[src/rtl/ascon_fsm_ctrl_if.sv]
`default_nettype none
// ============================================================================
// Module      : ascon_fsm_ctrl_if
// Description : Handshake and datapath-control bundle of the ASCON-128
//               control FSM. The master side is the controller, the slave
//               side is the upstream source plus the permutation_xor datapath.
// Revision    : 1.0 - initial release
// ============================================================================
interface ascon_fsm_ctrl_if;
  logic       start_i;
  logic       data_valid_i;
  logic       data_ready_o;
  logic [3:0] round_o;
  logic       state_mode_o;
  logic       en_reg_state_o;
  logic       en_xor_key_begin_o;
  logic       en_xor_key_end_o;
  logic       en_xor_lsb_o;
  logic       en_xor_data_o;
  logic       en_out_cipher_o;
  logic       en_out_tag_o;
  logic       cipher_valid_o;
  logic       tag_valid_o;
  logic       busy_o;
  logic       end_o;

  modport master (
    input  start_i, data_valid_i,
    output data_ready_o, round_o, state_mode_o, en_reg_state_o,
           en_xor_key_begin_o, en_xor_key_end_o, en_xor_lsb_o, en_xor_data_o,
           en_out_cipher_o, en_out_tag_o, cipher_valid_o, tag_valid_o,
           busy_o, end_o
  );

  modport slave (
    output start_i, data_valid_i,
    input  data_ready_o, round_o, state_mode_o, en_reg_state_o,
           en_xor_key_begin_o, en_xor_key_end_o, en_xor_lsb_o, en_xor_data_o,
           en_out_cipher_o, en_out_tag_o, cipher_valid_o, tag_valid_o,
           busy_o, end_o
  );
endinterface
`default_nettype wire

[src/rtl/ascon_fsm_ctrl.sv]
`default_nettype none
// ============================================================================
// Module      : ascon_fsm_ctrl
// Description : Sequencer for the ASCON-128 permutation_xor datapath:
//               INIT (12 rounds), NB_AD associated-data blocks (6 rounds
//               each), NB_PT-1 plaintext blocks (6 rounds each), FINAL
//               (last padded block + 12 rounds) and one TAG capture cycle.
//               Block injection stalls until the upstream source is valid.
// Revision    : 1.0 - initial release
// ============================================================================
module ascon_fsm_ctrl #(
  parameter int NB_AD = 1,
  parameter int NB_PT = 3
) (
  input  logic               clock_i,
  input  logic               reset_i,
  ascon_fsm_ctrl_if.master   bus
);

  typedef enum logic [2:0] {
    S_IDLE  = 3'd0,
    S_INIT  = 3'd1,
    S_AD    = 3'd2,
    S_PT    = 3'd3,
    S_FINAL = 3'd4,
    S_TAG   = 3'd5,
    S_DONE  = 3'd6
  } state_t;

  // Block-counter values that mark the last AD block and the last
  // non-padded plaintext block (the latter unused when NB_PT == 1).
  localparam logic [3:0] C_LAST_AD = 4'(NB_AD - 1);
  localparam logic [3:0] C_LAST_PT = 4'(NB_PT - 2);
  localparam bit         C_HAS_PT  = (NB_PT > 1);

  state_t     state_q;
  logic [3:0] cnt_q;
  logic [3:0] blk_q;
  logic       cipher_valid_q;
  logic       tag_valid_q;

  logic       data_ready;
  logic [3:0] round;
  logic       state_mode;
  logic       en_reg_state;
  logic       en_xor_key_begin;
  logic       en_xor_key_end;
  logic       en_xor_lsb;
  logic       en_xor_data;
  logic       en_out_cipher;
  logic       en_out_tag;
  logic       busy;
  logic       done;

  // Decode datapath controls from state, counters and the live valid input.
  always_comb begin
    data_ready       = 1'b0;
    round            = 4'd0;
    state_mode       = 1'b0;
    en_reg_state     = 1'b0;
    en_xor_key_begin = 1'b0;
    en_xor_key_end   = 1'b0;
    en_xor_lsb       = 1'b0;
    en_xor_data      = 1'b0;
    en_out_cipher    = 1'b0;
    en_out_tag       = 1'b0;
    busy             = 1'b1;
    done             = 1'b0;
    case (state_q)
      S_INIT: begin
        round          = cnt_q;
        en_reg_state   = 1'b1;
        state_mode     = (cnt_q != 4'd0);
        en_xor_key_end = (cnt_q == 4'd11);
      end
      S_AD, S_PT: begin
        round      = cnt_q;
        state_mode = 1'b1;
        if (cnt_q == 4'd6) begin
          // Injection round: the permutation only advances with a block.
          data_ready = 1'b1;
          if (bus.data_valid_i) begin
            en_xor_data   = 1'b1;
            en_reg_state  = 1'b1;
            en_out_cipher = (state_q == S_PT);
          end
        end else begin
          en_reg_state = 1'b1;
          en_xor_lsb   = (state_q == S_AD) && (cnt_q == 4'd11) && (blk_q == C_LAST_AD);
        end
      end
      S_FINAL: begin
        round      = cnt_q;
        state_mode = 1'b1;
        if (cnt_q == 4'd0) begin
          // Last padded plaintext block, followed by the pre-permutation key XOR.
          data_ready = 1'b1;
          if (bus.data_valid_i) begin
            en_xor_data      = 1'b1;
            en_out_cipher    = 1'b1;
            en_xor_key_begin = 1'b1;
            en_reg_state     = 1'b1;
          end
        end else begin
          en_reg_state   = 1'b1;
          en_xor_key_end = (cnt_q == 4'd11);
        end
      end
      S_TAG: begin
        en_out_tag = 1'b1;
      end
      S_DONE: begin
        busy = 1'b0;
        done = 1'b1;
      end
      default: begin
        busy = 1'b0;
      end
    endcase
  end

  // Phase sequencing, round/block counting and the capture-valid pulses.
  always_ff @(posedge clock_i) begin
    if (reset_i) begin
      state_q        <= S_IDLE;
      cnt_q          <= 4'd0;
      blk_q          <= 4'd0;
      cipher_valid_q <= 1'b0;
      tag_valid_q    <= 1'b0;
    end else begin
      cipher_valid_q <= en_out_cipher;
      tag_valid_q    <= en_out_tag;
      case (state_q)
        S_IDLE, S_DONE: begin
          if (bus.start_i) begin
            state_q <= S_INIT;
            cnt_q   <= 4'd0;
          end
        end
        S_INIT: begin
          if (cnt_q == 4'd11) begin
            state_q <= S_AD;
            cnt_q   <= 4'd6;
            blk_q   <= 4'd0;
          end else begin
            cnt_q <= cnt_q + 4'd1;
          end
        end
        S_AD: begin
          if (cnt_q == 4'd6) begin
            if (bus.data_valid_i) cnt_q <= 4'd7;
          end else if (cnt_q == 4'd11) begin
            if (blk_q == C_LAST_AD) begin
              blk_q <= 4'd0;
              if (C_HAS_PT) begin
                state_q <= S_PT;
                cnt_q   <= 4'd6;
              end else begin
                state_q <= S_FINAL;
                cnt_q   <= 4'd0;
              end
            end else begin
              blk_q <= blk_q + 4'd1;
              cnt_q <= 4'd6;
            end
          end else begin
            cnt_q <= cnt_q + 4'd1;
          end
        end
        S_PT: begin
          if (cnt_q == 4'd6) begin
            if (bus.data_valid_i) cnt_q <= 4'd7;
          end else if (cnt_q == 4'd11) begin
            if (blk_q == C_LAST_PT) begin
              state_q <= S_FINAL;
              cnt_q   <= 4'd0;
            end else begin
              blk_q <= blk_q + 4'd1;
              cnt_q <= 4'd6;
            end
          end else begin
            cnt_q <= cnt_q + 4'd1;
          end
        end
        S_FINAL: begin
          if (cnt_q == 4'd0) begin
            if (bus.data_valid_i) cnt_q <= 4'd1;
          end else if (cnt_q == 4'd11) begin
            state_q <= S_TAG;
            cnt_q   <= 4'd0;
          end else begin
            cnt_q <= cnt_q + 4'd1;
          end
        end
        S_TAG: begin
          state_q <= S_DONE;
        end
        default: begin
          state_q <= S_IDLE;
          cnt_q   <= 4'd0;
          blk_q   <= 4'd0;
        end
      endcase
    end
  end

  assign bus.data_ready_o       = data_ready;
  assign bus.round_o            = round;
  assign bus.state_mode_o       = state_mode;
  assign bus.en_reg_state_o     = en_reg_state;
  assign bus.en_xor_key_begin_o = en_xor_key_begin;
  assign bus.en_xor_key_end_o   = en_xor_key_end;
  assign bus.en_xor_lsb_o       = en_xor_lsb;
  assign bus.en_xor_data_o      = en_xor_data;
  assign bus.en_out_cipher_o    = en_out_cipher;
  assign bus.en_out_tag_o       = en_out_tag;
  assign bus.cipher_valid_o     = cipher_valid_q;
  assign bus.tag_valid_o        = tag_valid_q;
  assign bus.busy_o             = busy;
  assign bus.end_o              = done;

endmodule
`default_nettype wire

[src/flat_wrapper.sv]
// flat-port wrapper written by rule: the top's interface ports become plain ports
module ascon_fsm_ctrl_flat 
#(
  parameter int NB_AD = 1,
  parameter int NB_PT = 3
)
  (clock_i, reset_i, bus_start_i, bus_data_valid_i, bus_data_ready_o, bus_round_o, bus_state_mode_o, bus_en_reg_state_o, bus_en_xor_key_begin_o, bus_en_xor_key_end_o, bus_en_xor_lsb_o, bus_en_xor_data_o, bus_en_out_cipher_o, bus_en_out_tag_o, bus_cipher_valid_o, bus_tag_valid_o, bus_busy_o, bus_end_o);
  ascon_fsm_ctrl_if bus_i ();
  input  logic clock_i;
  input  logic reset_i;
  input wire logic [$bits(bus_i.start_i)-1:0] bus_start_i;
  input wire logic [$bits(bus_i.data_valid_i)-1:0] bus_data_valid_i;
  output wire logic [$bits(bus_i.data_ready_o)-1:0] bus_data_ready_o;
  output wire logic [$bits(bus_i.round_o)-1:0] bus_round_o;
  output wire logic [$bits(bus_i.state_mode_o)-1:0] bus_state_mode_o;
  output wire logic [$bits(bus_i.en_reg_state_o)-1:0] bus_en_reg_state_o;
  output wire logic [$bits(bus_i.en_xor_key_begin_o)-1:0] bus_en_xor_key_begin_o;
  output wire logic [$bits(bus_i.en_xor_key_end_o)-1:0] bus_en_xor_key_end_o;
  output wire logic [$bits(bus_i.en_xor_lsb_o)-1:0] bus_en_xor_lsb_o;
  output wire logic [$bits(bus_i.en_xor_data_o)-1:0] bus_en_xor_data_o;
  output wire logic [$bits(bus_i.en_out_cipher_o)-1:0] bus_en_out_cipher_o;
  output wire logic [$bits(bus_i.en_out_tag_o)-1:0] bus_en_out_tag_o;
  output wire logic [$bits(bus_i.cipher_valid_o)-1:0] bus_cipher_valid_o;
  output wire logic [$bits(bus_i.tag_valid_o)-1:0] bus_tag_valid_o;
  output wire logic [$bits(bus_i.busy_o)-1:0] bus_busy_o;
  output wire logic [$bits(bus_i.end_o)-1:0] bus_end_o;
  assign bus_i.start_i = bus_start_i;
  assign bus_i.data_valid_i = bus_data_valid_i;
  assign bus_data_ready_o = bus_i.data_ready_o;
  assign bus_round_o = bus_i.round_o;
  assign bus_state_mode_o = bus_i.state_mode_o;
  assign bus_en_reg_state_o = bus_i.en_reg_state_o;
  assign bus_en_xor_key_begin_o = bus_i.en_xor_key_begin_o;
  assign bus_en_xor_key_end_o = bus_i.en_xor_key_end_o;
  assign bus_en_xor_lsb_o = bus_i.en_xor_lsb_o;
  assign bus_en_xor_data_o = bus_i.en_xor_data_o;
  assign bus_en_out_cipher_o = bus_i.en_out_cipher_o;
  assign bus_en_out_tag_o = bus_i.en_out_tag_o;
  assign bus_cipher_valid_o = bus_i.cipher_valid_o;
  assign bus_tag_valid_o = bus_i.tag_valid_o;
  assign bus_busy_o = bus_i.busy_o;
  assign bus_end_o = bus_i.end_o;
  ascon_fsm_ctrl #(.NB_AD(NB_AD), .NB_PT(NB_PT)) u_core (.clock_i(clock_i), .reset_i(reset_i), .bus(bus_i));
endmodule
[config.mk]
export PLATFORM = sky130hd
export DESIGN_NAME = ascon_fsm_ctrl_flat
export DESIGN_NICKNAME = d
export VERILOG_FILES = /design/src/rtl/ascon_fsm_ctrl_if.sv /design/src/rtl/ascon_fsm_ctrl.sv /design/src/flat_wrapper.sv
export SDC_FILE = /design/constraint.sdc
export NUM_CORES = 1
export LEC_CHECK = 0
export ABC_AREA = 1
export CAP_MARGIN = 10
export CORE_ASPECT_RATIO = 1.25
export CORE_MARGIN = 3
export CORE_UTILIZATION = 51
export DETAILED_ROUTE_END_ITERATION = 7
export GPL_ROUTABILITY_DRIVEN = 0
export PLACE_DENSITY_LB_ADDON = 0.3
export SYNTH_ARGS = -nofsm -noshare
export SYNTH_HDL_FRONTEND = slang
export SYNTH_SLANG_ARGS = --single-unit
[constraint.sdc]
create_clock -name clock_i -period 1.7 [get_ports clock_i]
set_input_delay 0.51 -clock clock_i [delete_from_list [all_inputs] [get_ports clock_i]]
set_output_delay 0.51 -clock clock_i [all_outputs]
set_load 0.03 [all_outputs]
==> metrics.cfg, run 1 <==
[status]
status = did not finish
stop_stage = 4_1_cts
first-error = [ERROR DPL-0033] detailed placement checks failed during check placement.

[clock_network]
cts_max_level = 1
numClockSinks = 13
cts_root_buf = clkbuf_4
cts_hold_buf = 0
cts_resized = 47
clock_tree.buffer_depth = 2
cts_setup_buffers = 10
cts_made_buffers = 3

[yosys]
synth-simple-area-share = 0.476
synth_area_sq_um = 1110
ys_types = 23
syn_area_per_cell_sq_um = 5.94
synth_compound_area_frac = 0.105
synth_top_family_by_area = simple AND/OR/NAND/NOR gates
synth_warnings = 0
ys_ff_latch = 13
syn_inst = 187
synthXorXnorAreaFrac = 0.0158
yosysSeqAreaShare = 0.234
synth_nets = 197
synth_fa_ha_area_frac = 0.0676
synthMuxAreaShare = 0

[placement]
port_buffers = 20
dp_hpwl_um = 3260
dp.cells = 267

[floorplanning]
pin_count = 21
die_y_um = 58.2
start_util = 0.548
rows = 18
die_w_um = 47.7

[cell families after synthesis]
logic type               after synthesis
AND/OR/NAND/NOR                      116
buffers and inverters                 28
AO/OA/AOI/OAI                         22
flip-flops                            13
adder cells (fa/ha/maj)                6
XOR/XNOR                               2
[synthesized netlist by cell type]
master | number | area share
nor2_2 | 3 | 0.017
buf_4 | 2 | 0.014
o31ai_1 | 1 | 0.0068
nor2_1 | 23 | 0.078
xor2_1 | 2 | 0.016
o21ai_1 | 2 | 0.0090
inv_2 | 6 | 0.020
buf_1 | 1 | 0.0034
ha_1 | 6 | 0.068
nand2_1 | 58 | 0.20
nor3_1 | 2 | 0.0090
dfxtp_1 | 13 | 0.23
nand3_1 | 17 | 0.077
nor4_1 | 1 | 0.0056
o21ai_0 | 6 | 0.027
nand3_2 | 4 | 0.036
a21oi_1 | 12 | 0.054
nand2_2 | 3 | 0.017
inv_1 | 19 | 0.064
nor2_4 | 1 | 0.010
nand4_1 | 2 | 0.011
o21ai_2 | 1 | 0.0079
nand2_4 | 2 | 0.020
[metrics by stage]
step | utilization | worst slack (ns) | cell area (sq um)
after floorplan | - | -0.0502 | 1250
after global placement | 0.865 | -0.344 | 1750
after detailed placement | 0.865 | -0.370 | 1750
==> run 2, diff against run 1 <==
--- a/config.mk
+++ b/config.mk
@@ -7,12 +7,11 @@
 export LEC_CHECK = 0
 export ABC_AREA = 1
 export CAP_MARGIN = 10
-export CORE_ASPECT_RATIO = 1.25
-export CORE_MARGIN = 3
-export CORE_UTILIZATION = 51
+export CORE_AREA = 3 3 64 66
 export DETAILED_ROUTE_END_ITERATION = 7
+export DIE_AREA = 0 0 67 69
 export GPL_ROUTABILITY_DRIVEN = 0
-export PLACE_DENSITY_LB_ADDON = 0.3
+export PLACE_DENSITY_LB_ADDON = 0.15
 export SYNTH_ARGS = -nofsm -noshare
 export SYNTH_HDL_FRONTEND = slang
 export SYNTH_SLANG_ARGS = --single-unit
==> run 2 against run 1 <==
Effect of this change:
- the flow now finishes, with violations (setup timing)
- synthesized area stayed put
- synthesized cell count stayed put
==> metrics.cfg, run 2 <==
[route]
postRouteAntennaNets = 0
met2_length_um = 2000
wire_per_inst_um = 12.9
wl_met1_um = 1660
via_count = 1415
drtIter0Drc = 48
dr_wl_met3_um = 148
route.detailed.drc = 0
highest_layer = met4
wirelength_um = 3890
drtPass1Iterations = 4
vias_per_cell = 4.69

[clock_network]
cts_tree = yes
cts_hold_buf = 0  ; unchanged
numClockSinks = 13  ; unchanged
cts_root_buf = clkbuf_8
clkTransAtPathRegs_ns = 0.06
cts_max_level = 1  ; unchanged
clock_tree.buffer_depth = 2  ; unchanged
cts_made_buffers = 3  ; unchanged
insertion_delay_ns = 0.25

[worst_setup_path]
cp_slowest_cell = dfxtp_4
cpPeakStageDelay_ns = 0.37
path_delay_family = simple AND/OR/NAND/NOR gates
crit_top_cell = nor2_2
cp.arrival_ns = 1.48
crit_chain = inv_4, ha_4, nand2_4, nor2_4, nor2_2, nor2_2, nand3_2, buf_6
cp_data_required_time_ns = 1.19
path_max_fanout = 5
path_depth = 8
critical_path_class = flip-flop to primary output
cp-start-kind = flip-flop
critPathBufInv = 2
reg2reg_depth = 13
end_kind = primary output

[grt]
antenna_found_initial = 0
grt_first_pass_wirelength_um = 6530
grt_pass1_vias = 1448
overflow = 0
gr-usage-all-layers = 0.180
grt_max_degree = 8

[worst_hold_path]
min_path_cells = 2
min_path_type = flip-flop to flip-flop

[yosys]
yosysMostFrequentCell = nand2_1
synth_edf_count = 0  ; unchanged
synth_warnings = 0  ; unchanged
syn_inst = 187  ; unchanged
synth_nets = 197  ; unchanged
yosys-top-cells-count = 58 x nand2_1, 23 x nor2_1, 19 x inv_1
yosysSeqAreaShare = 0.234  ; unchanged
syn_area_per_cell_sq_um = 5.94  ; unchanged
synth-main-ff-cell = dfxtp_1
synth_area_sq_um = 1110  ; unchanged
yosysTopAreaCellShare = 0.234  ; unchanged
netlist_top_cells_area = dfxtp_1 23%, nand2_1 20%, nor2_1 7.8%, nand3_1 7.7%, ha_1 6.8%
synth_top_area_cell = dfxtp_1
synth-async-reset-ratio = 0  ; unchanged
ys_types = 23  ; unchanged
ys_ff_latch = 13  ; unchanged

[layout]
final_cell_mix = 52 x nand2_1, 41 x buf_4, 19 x buf_6, 13 x inv_1, 13 x nand3_1
multi_input_area_sq_um = 995
areaGrowthSynthToFinish_pct = 86.6
fillers = 357
diodes = 0
reg_top3 = u_core.blk_q: 4 flops, u_core.cnt_q: 4 flops, u_core.state_q: 3 flops
final_cells = 302
fin_util = 0.571
nets = 265
drive_gt1_frac = 0.488
final_common_cell = nand2_1
seq_area_sq_um = 277

[sta]
finalClockSkew_ns = 0.00523
rsz0062_at_grt = true
max_slew.worst_pin.slew_ns = 0.302
worst_slew_margin_rel = 0.800
drv_slew = 0
min_period_ns = 1.99
setup_viol_count_final = 13
setup_ws_ns = -0.287
fin_crit_sh = 1.17
hold_viol = 0
fmax_mhz = 503

[floorplanning]
die_w_um = 67  ; +40%
start_util = 0.306  ; -0.242
rows = 22  ; +4
pin_count = 21  ; unchanged
die_y_um = 69  ; +19%
core-area_sq_um = 3630
die-area_sq_um = 4620

[power]
p_comb_frac = 0.744
leakage_nw = 0.998
power.density_nw_per_um2 = 1430
ir_worst_vdd_v = 0.000838
seq_power_share = 0.159
internal_power_mw = 1.51
p_sw_mw = 1.45
power_frac_clock = 0.097
switching_share = 0.490

[status]
status = complete, but fails checks
violations = setup timing

[placement]
dp_hpwl_um = 3010  ; -7.5%
dp.cells = 292  ; +9.4%
port_buffers = 20  ; unchanged

[run]
drv_cap = 0

-- run 2: cell counts after synthesis --
No cell type changed its count.
-- run 2: layout make-up --
type	count	share of cell area
multi-input cells	146	0.480
flip-flops and latches	13	0.133
repair buffers	66	0.281
clock buffers	4	0.0217
well taps	48	0.0290
inverters	25	0.0549
-- run 2: tightest hold or removal path: cells and delay by family (launching register included) --
family	cells	cell delay [ns]
simple gates	1	0.07
flops	1	0.32
compound gates	1	0.06
-- run 2: worst paths after layout --
check                                    start                             end  slack, ns
setup / recovery  u_core.cnt_q[1]$_SDFFE_PP0P_              bus_en_reg_state_o      -0.29
hold / removal    u_core.blk_q[3]$_SDFFE_PP0P_    u_core.blk_q[3]$_SDFFE_PP0P_       0.49
setup reg to reg  u_core.cnt_q[0]$_SDFFE_PP0P_  u_core.state_q[1]$_SDFFE_PP0P_       0.09
hold reg to reg   u_core.blk_q[3]$_SDFFE_PP0P_    u_core.blk_q[3]$_SDFFE_PP0P_       0.49
-- run 2: cells by family (layout without fill, tap and decap cells) --
family | after synthesis | count (layout) | share of synthesized area
compound gates | 22 | 22 | 0.105
fa+ha+maj | 6 | 6 | 0.0676
xor+xnor | 2 | 2 | 0.0158
buf+inv | 28 | 95 | 0.101
flops | 13 | 13 | 0.234
simple gates | 116 | 116 | 0.476
-- run 2: timing repair --
item,4_1_cts,5_1_grt
buffers inserted,6,0
pin swaps,16,4
setup endpoints to repair,18,19
gates resized for setup,53,19
-- run 2: stage by stage --
stage / worst slack [ns] / TNS [ns] / power (mW) / area, sq um / hold slack, ns
2_1_floorplan: -0.0502 / -0.0881 / 1.56 / 1250 / 0.470
3_3_place_gp: -0.376 / -2.73 / 2.20 / 1760 / 0.486
3_5_place_dp: -0.403 / -3.10 / 2.23 / 1760 / 0.491
4_1_cts: -0.274 / -2.87 / 2.80 / 2010 / 0.499
5_1_grt: -0.377 / -3.93 / 3.17 / 2070 / 0.521
6_report: -0.287 / -2.83 / 2.96 / 2070 / 0.492
-- run 2: power by group through the flow --
stage	clock network (mW)	logic (mW)	registers [mW]
after floorplan	0	1.13	0.426
after global placement	0	1.76	0.439
after detailed placement	0	1.79	0.442
after CTS	0.295	2.05	0.458
after global routing	0.318	2.37	0.484
final	0.286	2.20	0.472
-- run 2: routing by layer --
| layer | vias up | track usage |
|---|---|---|
| li1 | 729 | - |
| met2 | 25 | 0.302 |
| met3 | 9 | 0.0342 |
| met5 | - | 0 |
| met4 | 0 | 0.0653 |
| met1 | 652 | 0.222 |
No activity file was read; power rests on OpenSTA's default activity.
==> run 3, diff against run 2 <==
--- a/config.mk
+++ b/config.mk
@@ -7,9 +7,9 @@
 export LEC_CHECK = 0
 export ABC_AREA = 1
 export CAP_MARGIN = 10
-export CORE_AREA = 3 3 64 66
+export CORE_AREA = 5 5 66 68
 export DETAILED_ROUTE_END_ITERATION = 7
-export DIE_AREA = 0 0 67 69
+export DIE_AREA = 0 0 71 73
 export GPL_ROUTABILITY_DRIVEN = 0
 export PLACE_DENSITY_LB_ADDON = 0.15
 export SYNTH_ARGS = -nofsm -noshare
==> run 3 against run 2 <==
Effect of this change:
- critical endpoint is now bus_en_out_cipher_o
- the flow still finishes with violations (setup timing)
- cell count up 5.6%
- core utilization rose by 0.32 points
- setup slack better by 0.013 ns
==> metrics.cfg, run 3 (synthesis results as in run 2) <==
[grt]
antenna_found_initial = 0  ; unchanged
gr-usage-all-layers = 0.151  ; -0.0293
use_met1 = 0.178  ; -0.0439
grt_first_pass_wirelength_um = 6220  ; -4.8%
grt_use_met2 = 0.278  ; -0.0243
grt_pass1_vias = 1382  ; -4.6%
grt_busiest_layer = met2
overflow = 0  ; unchanged
grt_max_degree = 8  ; unchanged
grt_use_met3 = 0.0262  ; -0.00803

[route]
wire_per_inst_um = 12.0  ; -6.9%
via_count = 1443  ; +2.0%
wirelength_um = 3820  ; -1.7%
drtPass1Iterations = 4  ; unchanged
vias_per_cell = 4.52  ; -3.5%
route.detailed.drc = 0  ; unchanged
drtIter0Drc = 49  ; +2.1%
postRouteAntennaNets = 0  ; unchanged

[sta]
fmax_mhz = 507  ; +0.66%
finalClockSkew_ns = 0.00979  ; +0.00456 ns
rsz0062_at_grt = true
setup_ws_ns = -0.274  ; +0.0131 ns
min_period_ns = 1.97  ; -0.0131 ns
max_slew.worst_pin.slew_ns = 0.320  ; +0.0189 ns
fin_crit_sh = 1.16  ; -0.00768
worst_slew_margin_rel = 0.787  ; -0.0125
setup_viol_count_final = 17  ; +4
hold_viol = 0  ; unchanged
drv_slew = 0  ; unchanged

[status]
violations = setup timing
status = complete, but fails checks

[worst_setup_path]
cpPeakStageDelay_ns = 0.42  ; +0.05 ns
end_kind = primary output
cp-start-kind = flip-flop
crit_chain = buf_12, nand3_4, nand2_4, nor2_4, buf_4, nor3_4, buf_6
path_max_fanout = 5  ; unchanged
cp_data_required_time_ns = 1.19  ; about the same
cp.arrival_ns = 1.46  ; -0.02 ns
cp_slowest_cell = dfxtp_4
critPathBufInv = 3  ; +1
path_delay_family = flip-flops
critical_path_class = flip-flop to primary output

[layout]
final_cell_mix = 53 x nand2_1, 52 x buf_4, 22 x buf_6, 14 x nand3_1, 13 x inv_1
reg_top3 = u_core.blk_q: 4 flops, u_core.cnt_q: 4 flops, u_core.state_q: 3 flops
fin_util = 0.574  ; +0.00319
seq_area_sq_um = 279  ; +0.91%
final_common_cell = nand2_1
fillers = 386  ; +8.1%
drive_gt1_frac = 0.520  ; +0.0323
areaGrowthSynthToFinish_pct = 96.2
diodes = 0  ; unchanged
nets = 280  ; +5.7%
multi_input_area_sq_um = 970  ; -2.5%

[clock_network]
cts_max_level = 1  ; unchanged
cts_root_buf = clkbuf_8
cts_tree = yes
clkTransAtPathRegs_ns = 0.07  ; about the same
clock_tree.buffer_depth = 2  ; unchanged
numClockSinks = 13  ; unchanged
insertion_delay_ns = 0.25  ; about the same
cts_made_buffers = 3  ; unchanged

[power]
power.density_nw_per_um2 = 1400  ; -1.6%
ir_worst_vdd_v = 0.000451  ; -46%
design_power_total_mw = 3.06  ; +3.5%
leakage_nw = 1.06  ; +6.3%

[floorplanning]
core-area_sq_um = 3800  ; +4.5%
die-area_sq_um = 5180  ; +12%
rows = 23  ; +4.5%
die_y_um = 73  ; +5.8%
die_w_um = 71  ; +6.0%
start_util = 0.292  ; -0.0133
pin_count = 21  ; unchanged

[worst_hold_path]
min_path_type = flip-flop to flip-flop

[placement]
dp_slack_ns = -0.417  ; -0.0143 ns
dp_hpwl_um = 3050  ; +1.2%
port_buffers = 20  ; unchanged

[run]
drv_cap = 0  ; unchanged

## run 3: cell types whose count changed in the layout (fill, tap and decap cells not counted), sizes merged
cell | before | now
buf | 61 | 76
## run 3: routing by layer
metal / up-vias / routed length, um
met5: - / 0
met4: 0 / 60
met3: 6 / 139
met2: 24 / 1940
met1: 658 / 1680
li1: 755 / -
## run 3: worst reg2reg max path, cell delays in order, from the launching register on
cell	delay, ns
dfxtp_4	0.40
ha_2	0.19
inv_1	0.06
nor2_2	0.11
nand2_2	0.13
buf_4	0.16
buf_4	0.13
nand2_1	0.08
nand3_2	0.08
nor2_4	0.13
buf_4	0.12
a21oi_1	0.05
nor2_1	0.10
## run 3: repair_timing
| item | 4_1_cts | 5_1_grt |
|---|---|---|
| setup buffers | 8 | 5 |
| resized for setup | 49 | 19 |
| hold buffers | 0 | 0 |
| setup endpoints to repair | 17 | 24 |
| pin swaps | 12 | 4 |
## run 3: cell type report
cell class / count / share of cell area
Multi-Input combinational cell: 146 / 0.445
Inverter: 25 / 0.0476
Sequential cell: 13 / 0.128
Tap cell: 50 / 0.0287
Timing Repair Buffer: 81 / 0.330
Clock buffer: 4 / 0.0207
## run 3: worst paths after layout
path                                   from                             end  slack (ns)  cells after the start
max          u_core.state_q[1]$_SDFFE_PP0P_             bus_en_out_cipher_o       -0.27                      7
min            u_core.blk_q[3]$_SDFFE_PP0P_    u_core.blk_q[3]$_SDFFE_PP0P_        0.49                      2
min reg2reg    u_core.blk_q[3]$_SDFFE_PP0P_    u_core.blk_q[3]$_SDFFE_PP0P_        0.49                      2
max reg2reg    u_core.cnt_q[1]$_SDFFE_PP0P_  u_core.state_q[0]$_SDFFE_PP0P_       -0.09                     12
## run 3: per-stage QoR
| step | hold WS, ns | std cells | setup TNS (ns) | instance area [sq um] |
|---|---|---|---|---|
| 2_1_floorplan | 0.470 | 187 | -0.0881 | 1250 |
| 3_3_place_gp | 0.486 | 303 | -2.89 | 1830 |
| 3_5_place_dp | 0.490 | 303 | -3.00 | 1830 |
| 4_1_cts | 0.498 | 314 | -3.43 | 2080 |
| 5_1_grt | 0.516 | 319 | -5.03 | 2180 |
| 6_report | 0.490 | 319 | -3.33 | 2180 |
## run 3: where the power goes
part / switching (mW) / total (mW) / internal [mW]
combinational: 1.21 / 2.29 / 1.09
sequential: 0.0953 / 0.475 / 0.380
clock: 0.126 / 0.292 / 0.166
